--- src/rtl/div_radix2.sv ---
// Multi-cycle 32/32 restoring radix-2 divider, signed or unsigned, result = {remainder, quotient}.
// Optional build macro DIV_SMALL_DIVIDEND_EN: finish at once when |dividend| < |divisor|.
module div_radix2 (
    input  logic        clk,
    input  logic        rst,
    input  logic        signed_div_i,
    input  logic [31:0] opdata1_i,
    input  logic [31:0] opdata2_i,
    input  logic        start_i,
    input  logic        annul_i,
    output logic [63:0] result_o,
    output logic        ready_o
);

    typedef enum logic [1:0] {
        ST_IDLE = 2'd0,
        ST_DBZ  = 2'd1,
        ST_ON   = 2'd2,
        ST_END  = 2'd3
    } state_e;

    state_e      state_q, state_d;
    logic [5:0]  cnt_q, cnt_d;
    logic [64:0] sr_q, sr_d;
    logic [31:0] divisor_q, divisor_d;
    logic        signed_q, signed_d;
    logic        dvd_neg_q, dvd_neg_d;
    logic        dvs_neg_q, dvs_neg_d;
    logic [63:0] result_q, result_d;

    logic        dvd_neg_in;
    logic        dvs_neg_in;
    logic [31:0] dvd_abs;
    logic [31:0] dvs_abs;
    logic [64:0] sr_shift;
    logic [32:0] trial;
    logic [32:0] trial_diff;
    logic        trial_fits;
    logic [64:0] sr_iter;
    logic [31:0] quot_raw;
    logic [31:0] rem_raw;
    logic [31:0] quot_fix;
    logic [31:0] rem_fix;

    // Operand magnitudes; the most negative value maps to itself, which is its correct unsigned magnitude.
    always_comb begin
        dvd_neg_in = signed_div_i & opdata1_i[31];
        dvs_neg_in = signed_div_i & opdata2_i[31];
        dvd_abs    = dvd_neg_in ? (32'd0 - opdata1_i) : opdata1_i;
        dvs_abs    = dvs_neg_in ? (32'd0 - opdata2_i) : opdata2_i;
    end

    // One restoring step: upper 33 bits hold the partial remainder, lower 32 shift dividend out / quotient in.
    always_comb begin
        sr_shift   = {sr_q[63:0], 1'b0};
        trial      = sr_shift[64:32];
        trial_fits = (trial >= {1'b0, divisor_q});
        trial_diff = trial - {1'b0, divisor_q};
        sr_iter    = trial_fits ? {trial_diff, sr_shift[31:1], 1'b1} : sr_shift;
        quot_raw   = sr_iter[31:0];
        rem_raw    = sr_iter[63:32];
        quot_fix   = (signed_q & (dvd_neg_q ^ dvs_neg_q)) ? (32'd0 - quot_raw) : quot_raw;
        rem_fix    = (signed_q & dvd_neg_q) ? (32'd0 - rem_raw) : rem_raw;
    end

    always_comb begin
        state_d   = state_q;
        cnt_d     = cnt_q;
        sr_d      = sr_q;
        divisor_d = divisor_q;
        signed_d  = signed_q;
        dvd_neg_d = dvd_neg_q;
        dvs_neg_d = dvs_neg_q;
        result_d  = result_q;

        case (state_q)
            ST_IDLE: begin
                if (start_i && !annul_i) begin
                    signed_d  = signed_div_i;
                    dvd_neg_d = dvd_neg_in;
                    dvs_neg_d = dvs_neg_in;
                    divisor_d = dvs_abs;
                    sr_d      = {33'd0, dvd_abs};
                    cnt_d     = 6'd0;
                    result_d  = 64'd0;
                    if (opdata2_i == 32'd0) begin
                        state_d = ST_DBZ;
                    end
`ifdef DIV_SMALL_DIVIDEND_EN
                    else if (dvd_abs < dvs_abs) begin
                        state_d  = ST_END;
                        result_d = {opdata1_i, 32'd0};
                    end
`endif
                    else begin
                        state_d = ST_ON;
                    end
                end
            end
            ST_DBZ: begin
                if (annul_i) begin
                    state_d = ST_IDLE;
                end else begin
                    state_d  = ST_END;
                    result_d = 64'd0;
                end
            end
            ST_ON: begin
                if (annul_i) begin
                    state_d = ST_IDLE;
                end else begin
                    sr_d  = sr_iter;
                    cnt_d = cnt_q + 6'd1;
                    // Counter value 31 means this edge performs the 32nd iteration.
                    if (cnt_q == 6'd31) begin
                        state_d  = ST_END;
                        result_d = {rem_fix, quot_fix};
                    end
                end
            end
            ST_END: begin
                if (annul_i || !start_i) begin
                    state_d = ST_IDLE;
                end
            end
            default: begin
                state_d = ST_IDLE;
            end
        endcase
    end

    always_ff @(posedge clk) begin
        if (rst) begin
            state_q   <= ST_IDLE;
            cnt_q     <= 6'd0;
            sr_q      <= 65'd0;
            divisor_q <= 32'd0;
            signed_q  <= 1'b0;
            dvd_neg_q <= 1'b0;
            dvs_neg_q <= 1'b0;
            result_q  <= 64'd0;
        end else begin
            state_q   <= state_d;
            cnt_q     <= cnt_d;
            sr_q      <= sr_d;
            divisor_q <= divisor_d;
            signed_q  <= signed_d;
            dvd_neg_q <= dvd_neg_d;
            dvs_neg_q <= dvs_neg_d;
            result_q  <= result_d;
        end
    end

    assign ready_o  = (state_q == ST_END);
    assign result_o = ready_o ? result_q : 64'd0;

endmodule

--- config.mk ---
export PLATFORM = sky130hd
export DESIGN_NAME = div_radix2
export DESIGN_NICKNAME = d
export VERILOG_FILES = /design/src/rtl/div_radix2.sv
export SDC_FILE = /design/constraint.sdc
export NUM_CORES = 1
export LEC_CHECK = 0
export CORE_AREA = 8 8 217 219
export DETAILED_ROUTE_END_ITERATION = 7
export DIE_AREA = 0 0 225 227
export SLEW_MARGIN = 10
export SYNTH_ARGS = -nofsm -noshare
export SYNTH_HDL_FRONTEND = slang
export SYNTH_SLANG_ARGS = --single-unit
--- constraint.sdc ---
create_clock -name clk -period 4.8 [get_ports clk]
set_input_delay 0.48 -clock clk [delete_from_list [all_inputs] [get_ports clk]]
set_output_delay 0.48 -clock clk [all_outputs]
set_load 0.02 [all_outputs]
==> results.yml <==
clocking:
  ctsLongestPathBuffers: 2
  maximum_level_of_the_cts_h_tree: 4
  number_of_buffers_added_by_the_clock_tree_synthesis_step: 17
  clock_pin_slew_on_the_worst_setup_and_hold_paths_ns: 0.07
  worstSkewPairLatency_ns: 0.46
  root_buffer: "sky130_fd_sc_hd__clkbuf_16"
  tritoncts: "built"
  clkSinkCount: 171
detailed_routing:
  routed-via-count: 11800
  drt_drc_violations_left: 0
  antenna_violating_nets_post_route: 0
  route.detailed.vias_per_inst: 5.05
  mean_routed_wirelength_per_cell_um: 16.8
  drt-pass1-iter-count: 5
  wl_mm: 39.4
  drtIter0Drc: 914
critical_path:
  crit_path_cell_trace: "ha_1 > a21oi_1 > nand2b_1 > o2111ai_1 > a31oi_1 > or3_4 > inv_1 > buf_4 > ha_1 > nand3_1 > or3_1 > nor3_2 > a21oi_1 > xor2_1 > a22oi_1 > nor2_1"
  worstPathMaxFanout: 14
  setup.worst_path.start_class: "register"
  crit_buf_inv: 2
  crit_slowest_cell: "sky130_fd_sc_hd__o2111ai_1"
  worstReg2RegStart: "sr_q[34]"
  critical_path.top_delay_family: "simple AND/OR/NAND/NOR gates"
  worstPathArrival_ns: 4.75
  setup.worst_path.class: "register to register"
  critical_path.startpoint: "sr_q[34]"
  worst_path_required_ns: 5.12
  highest_cell_delay_on_the_worst_timing_path_ns: 0.46
  worst_setup_path_end_kind: "register"
synth:
  synth_top_cell_by_area: "sky130_fd_sc_hd__dfxtp_1"
  yosysWarnings: 0
  xor_xnor_portion_of_the_synthesized_cell_area_pct: 10.5
  synth-main-ff-cell: "sky130_fd_sc_hd__dfxtp_1"
  post_synthesis_average_cell_area_um2: 7.25
  syn-cell-area_um2: 12000
  synth_simple_gate_area_share_pct: 26.2
  combinational_family_with_the_most_area_after_synthesis: "simple AND/OR/NAND/NOR gates"
  synthCells: 1658
  area_contributors_post_synth: "sky130_fd_sc_hd__dfxtp_1, sky130_fd_sc_hd__nor2_1, sky130_fd_sc_hd__nand2_1, sky130_fd_sc_hd__xnor2_1, sky130_fd_sc_hd__a21oi_1"
  synth_top_area_share_pct: 28.5
  synth_cell_types: 80
  synth.yosys.seq_area_share_pct: 28.5
  synth_enable_flop_cells: 0
  share_of_the_synthesized_area_in_compound_gates_ao_oa_aoi_oai_pct: 23.8
  ys_ff_latch: 171
  async_flop_share_pct: 0
  synthMuxAreaShare_pct: 1.13
  postSynthNetCount: 1770
  post_synth_fa_ha_maj_area_fraction_pct: 4.54
final_layout:
  fin_cells: 2342
  finalCoreUtilization_pct: 33.3
  layout_commonest_cell: "sky130_fd_sc_hd__nor2_1"
  layout-area-overhead-vs-synth_pct: 21.0
  fraction_of_layout_instances_using_a_drive_strength_above_1_pct: 5.26
  finalNetCount: 1848
  layout.cells.most_common_list: "sky130_fd_sc_hd__nor2_1, sky130_fd_sc_hd__nand2_1, sky130_fd_sc_hd__dfxtp_1"
  filler_cell_count: 4644
placed_design:
  gp_congestion: 0.920
  hpwl_mm: 30.5
  numPortBuffers: 133
  dp.cells: 2309
run_status:
  status: "complete, no violations"
timing:
  fin_crit_ns: 4.44
  max_freq_mhz: 225
  finalHoldViolCount: 0
  worst_slew_pin_slew_ns: 1.05
  finalClockSkew_ns: 0.0138
  max_slew_headroom_pct: 29.7
  layout_worst_path_cycle_share_pct: 92.4
  setup_tns_ns: 0
  drv_slew: 0
  whs_ns: 0.441
  report.final.setup_viol: 0
run:
  drv_cap: 0
power:
  net_switching_power_mw: 3.38
  power.density_cell_area_nw_per_um2: 492
  totalPowerFinal_mw: 7.15
  ir_worst_vdd_mv: 0.245
  total_leakage_power_nw: 5.37
  int_pwr_mw: 3.77
  sequential_power_share_pct: 24.0
  power.share.clock_pct: 20.8
  comb_power_share_pct: 55.3
  switching_share_pct: 47.3
floorplanning:
  fp.dieW_um: 225
  boundaryPins: 134
  site_rows: 77
  die_area_um2: 51100
  start_util_pct: 27.6
  core_area_um2: 43600
  die_height_um: 227
global_routing:
  grt_overflow: 0
  grt_usage_pct: 15.2
  grt_util_met3_pct: 2.49
  wire_length_of_the_first_global_routing_pass_mm: 62.5
  antenna_found_initial: 2
  grtUsageMet2_pct: 23.4
  gr_peak_layer: "met2"
  grt_start_max_net_pins: 82
  vias_in_the_first_global_route: 11100
  global_route.usage.met1_pct: 21.7
worst_hold_path:
  hold_path.class: "register to register"
  min_from: "result_q[61]"
## timing repair
action | 4_1_cts | 5_1_grt
endpoints found under the setup margin | 0 | 4
setup buffers | 0 | 0
hold buffers | 0 | 0
resized for setup | 0 | 1
## worst reg2reg max path: stages, from the launching register on
cell,delay [ns]
sky130_fd_sc_hd__dfxtp_1,0.37
sky130_fd_sc_hd__ha_1,0.44
sky130_fd_sc_hd__a21oi_1,0.24
sky130_fd_sc_hd__nand2b_1,0.13
sky130_fd_sc_hd__o2111ai_1,0.47
sky130_fd_sc_hd__a31oi_1,0.19
sky130_fd_sc_hd__or3_4,0.43
sky130_fd_sc_hd__inv_1,0.20
sky130_fd_sc_hd__buf_4,0.24
sky130_fd_sc_hd__ha_1,0.25
sky130_fd_sc_hd__nand3_1,0.17
sky130_fd_sc_hd__or3_1,0.42
sky130_fd_sc_hd__nor3_2,0.24
sky130_fd_sc_hd__a21oi_1,0.13
sky130_fd_sc_hd__xor2_1,0.17
sky130_fd_sc_hd__a22oi_1,0.17
sky130_fd_sc_hd__nor2_1,0.05
## final cells by class
class | instances | area [um^2] | share of cell area (%)
clock buffers | 17 | 425 | 2.92
flip-flops and latches | 171 | 3420 | 23.5
multi-input cells | 1325 | 7990 | 54.9
well taps | 592 | 741 | 5.09
inverters | 61 | 229 | 1.57
clock inverters | 15 | 201 | 1.38
diodes | 1 | 2.50 | 0.0172
repair buffers | 160 | 1540 | 10.6
## final timing paths
check	end	slack, ns	depth (start not counted)
setup / recovery	result_q[26]	0.36	16
hold / removal	result_q[61]	0.44	2
setup reg to reg	result_q[26]	0.36	16
hold reg to reg	result_q[61]	0.44	2
## cells in the mapped netlist, types with 28 or more instances
library cell,count
sky130_fd_sc_hd__a211oi_1,29
sky130_fd_sc_hd__a21oi_1,125
sky130_fd_sc_hd__a22oi_1,62
sky130_fd_sc_hd__and2_1,77
sky130_fd_sc_hd__clkbuf_1,78
sky130_fd_sc_hd__dfxtp_1,171
sky130_fd_sc_hd__ha_1,42
sky130_fd_sc_hd__inv_1,61
sky130_fd_sc_hd__nand2_1,214
sky130_fd_sc_hd__nor2_1,217
sky130_fd_sc_hd__nor3_1,44
sky130_fd_sc_hd__nor4_1,28
sky130_fd_sc_hd__o21ai_0,100
sky130_fd_sc_hd__xnor2_1,73
sky130_fd_sc_hd__xor2_1,71
## kinds of logic (layout without fill, tap and decap cells)
kind of cell	count (synthesis)	count (layout)
compound gates	450	450
xor+xnor	144	144
fa+ha+maj	43	43
buf+inv	162	253
flops	171	171
mux	12	12
other cells	0	1
simple gates	676	676
## power by group through the flow
| stage | Clock, mW | Combinational (mW) | Sequential, mW |
|---|---|---|---|
| 6_report | 1.49 | 3.95 | 1.71 |
| 5_1_grt | 1.58 | 4.35 | 1.74 |
| 3_3_place_gp | 0 | 3.88 | 1.74 |
| 2_1_floorplan | 0 | 2.79 | 1.69 |
| 3_5_place_dp | 0 | 3.89 | 1.74 |
| 4_1_cts | 1.53 | 3.91 | 1.71 |
## through the flow
| stage | setup slack (ns) | area [um^2] |
|---|---|---|
| after global routing | -0.00225 | 14600 |
| after CTS | 0.279 | 14500 |
| after global placement | 0.418 | 13900 |
| final | 0.363 | 14600 |
| after detailed placement | 0.298 | 13900 |
| after floorplan | 0.461 | 12000 |
## layer usage
layer / vias up / share of wire (%)
met5: - / 0.025
met4: 2 / 1.4
met3: 37 / 5.1
met2: 318 / 43
met1: 5487 / 50
li1: 5980 / -
## sequential cells by signal (all words and copies together), names as in the netlist
signal	count
dvd_neg_q	1
state_q	2
result_q	64
signed_q	1
divisor_q	32
sr_q	64
dvs_neg_q	1
cnt_q	6
No activity file was read; power rests on OpenSTA's default activity.
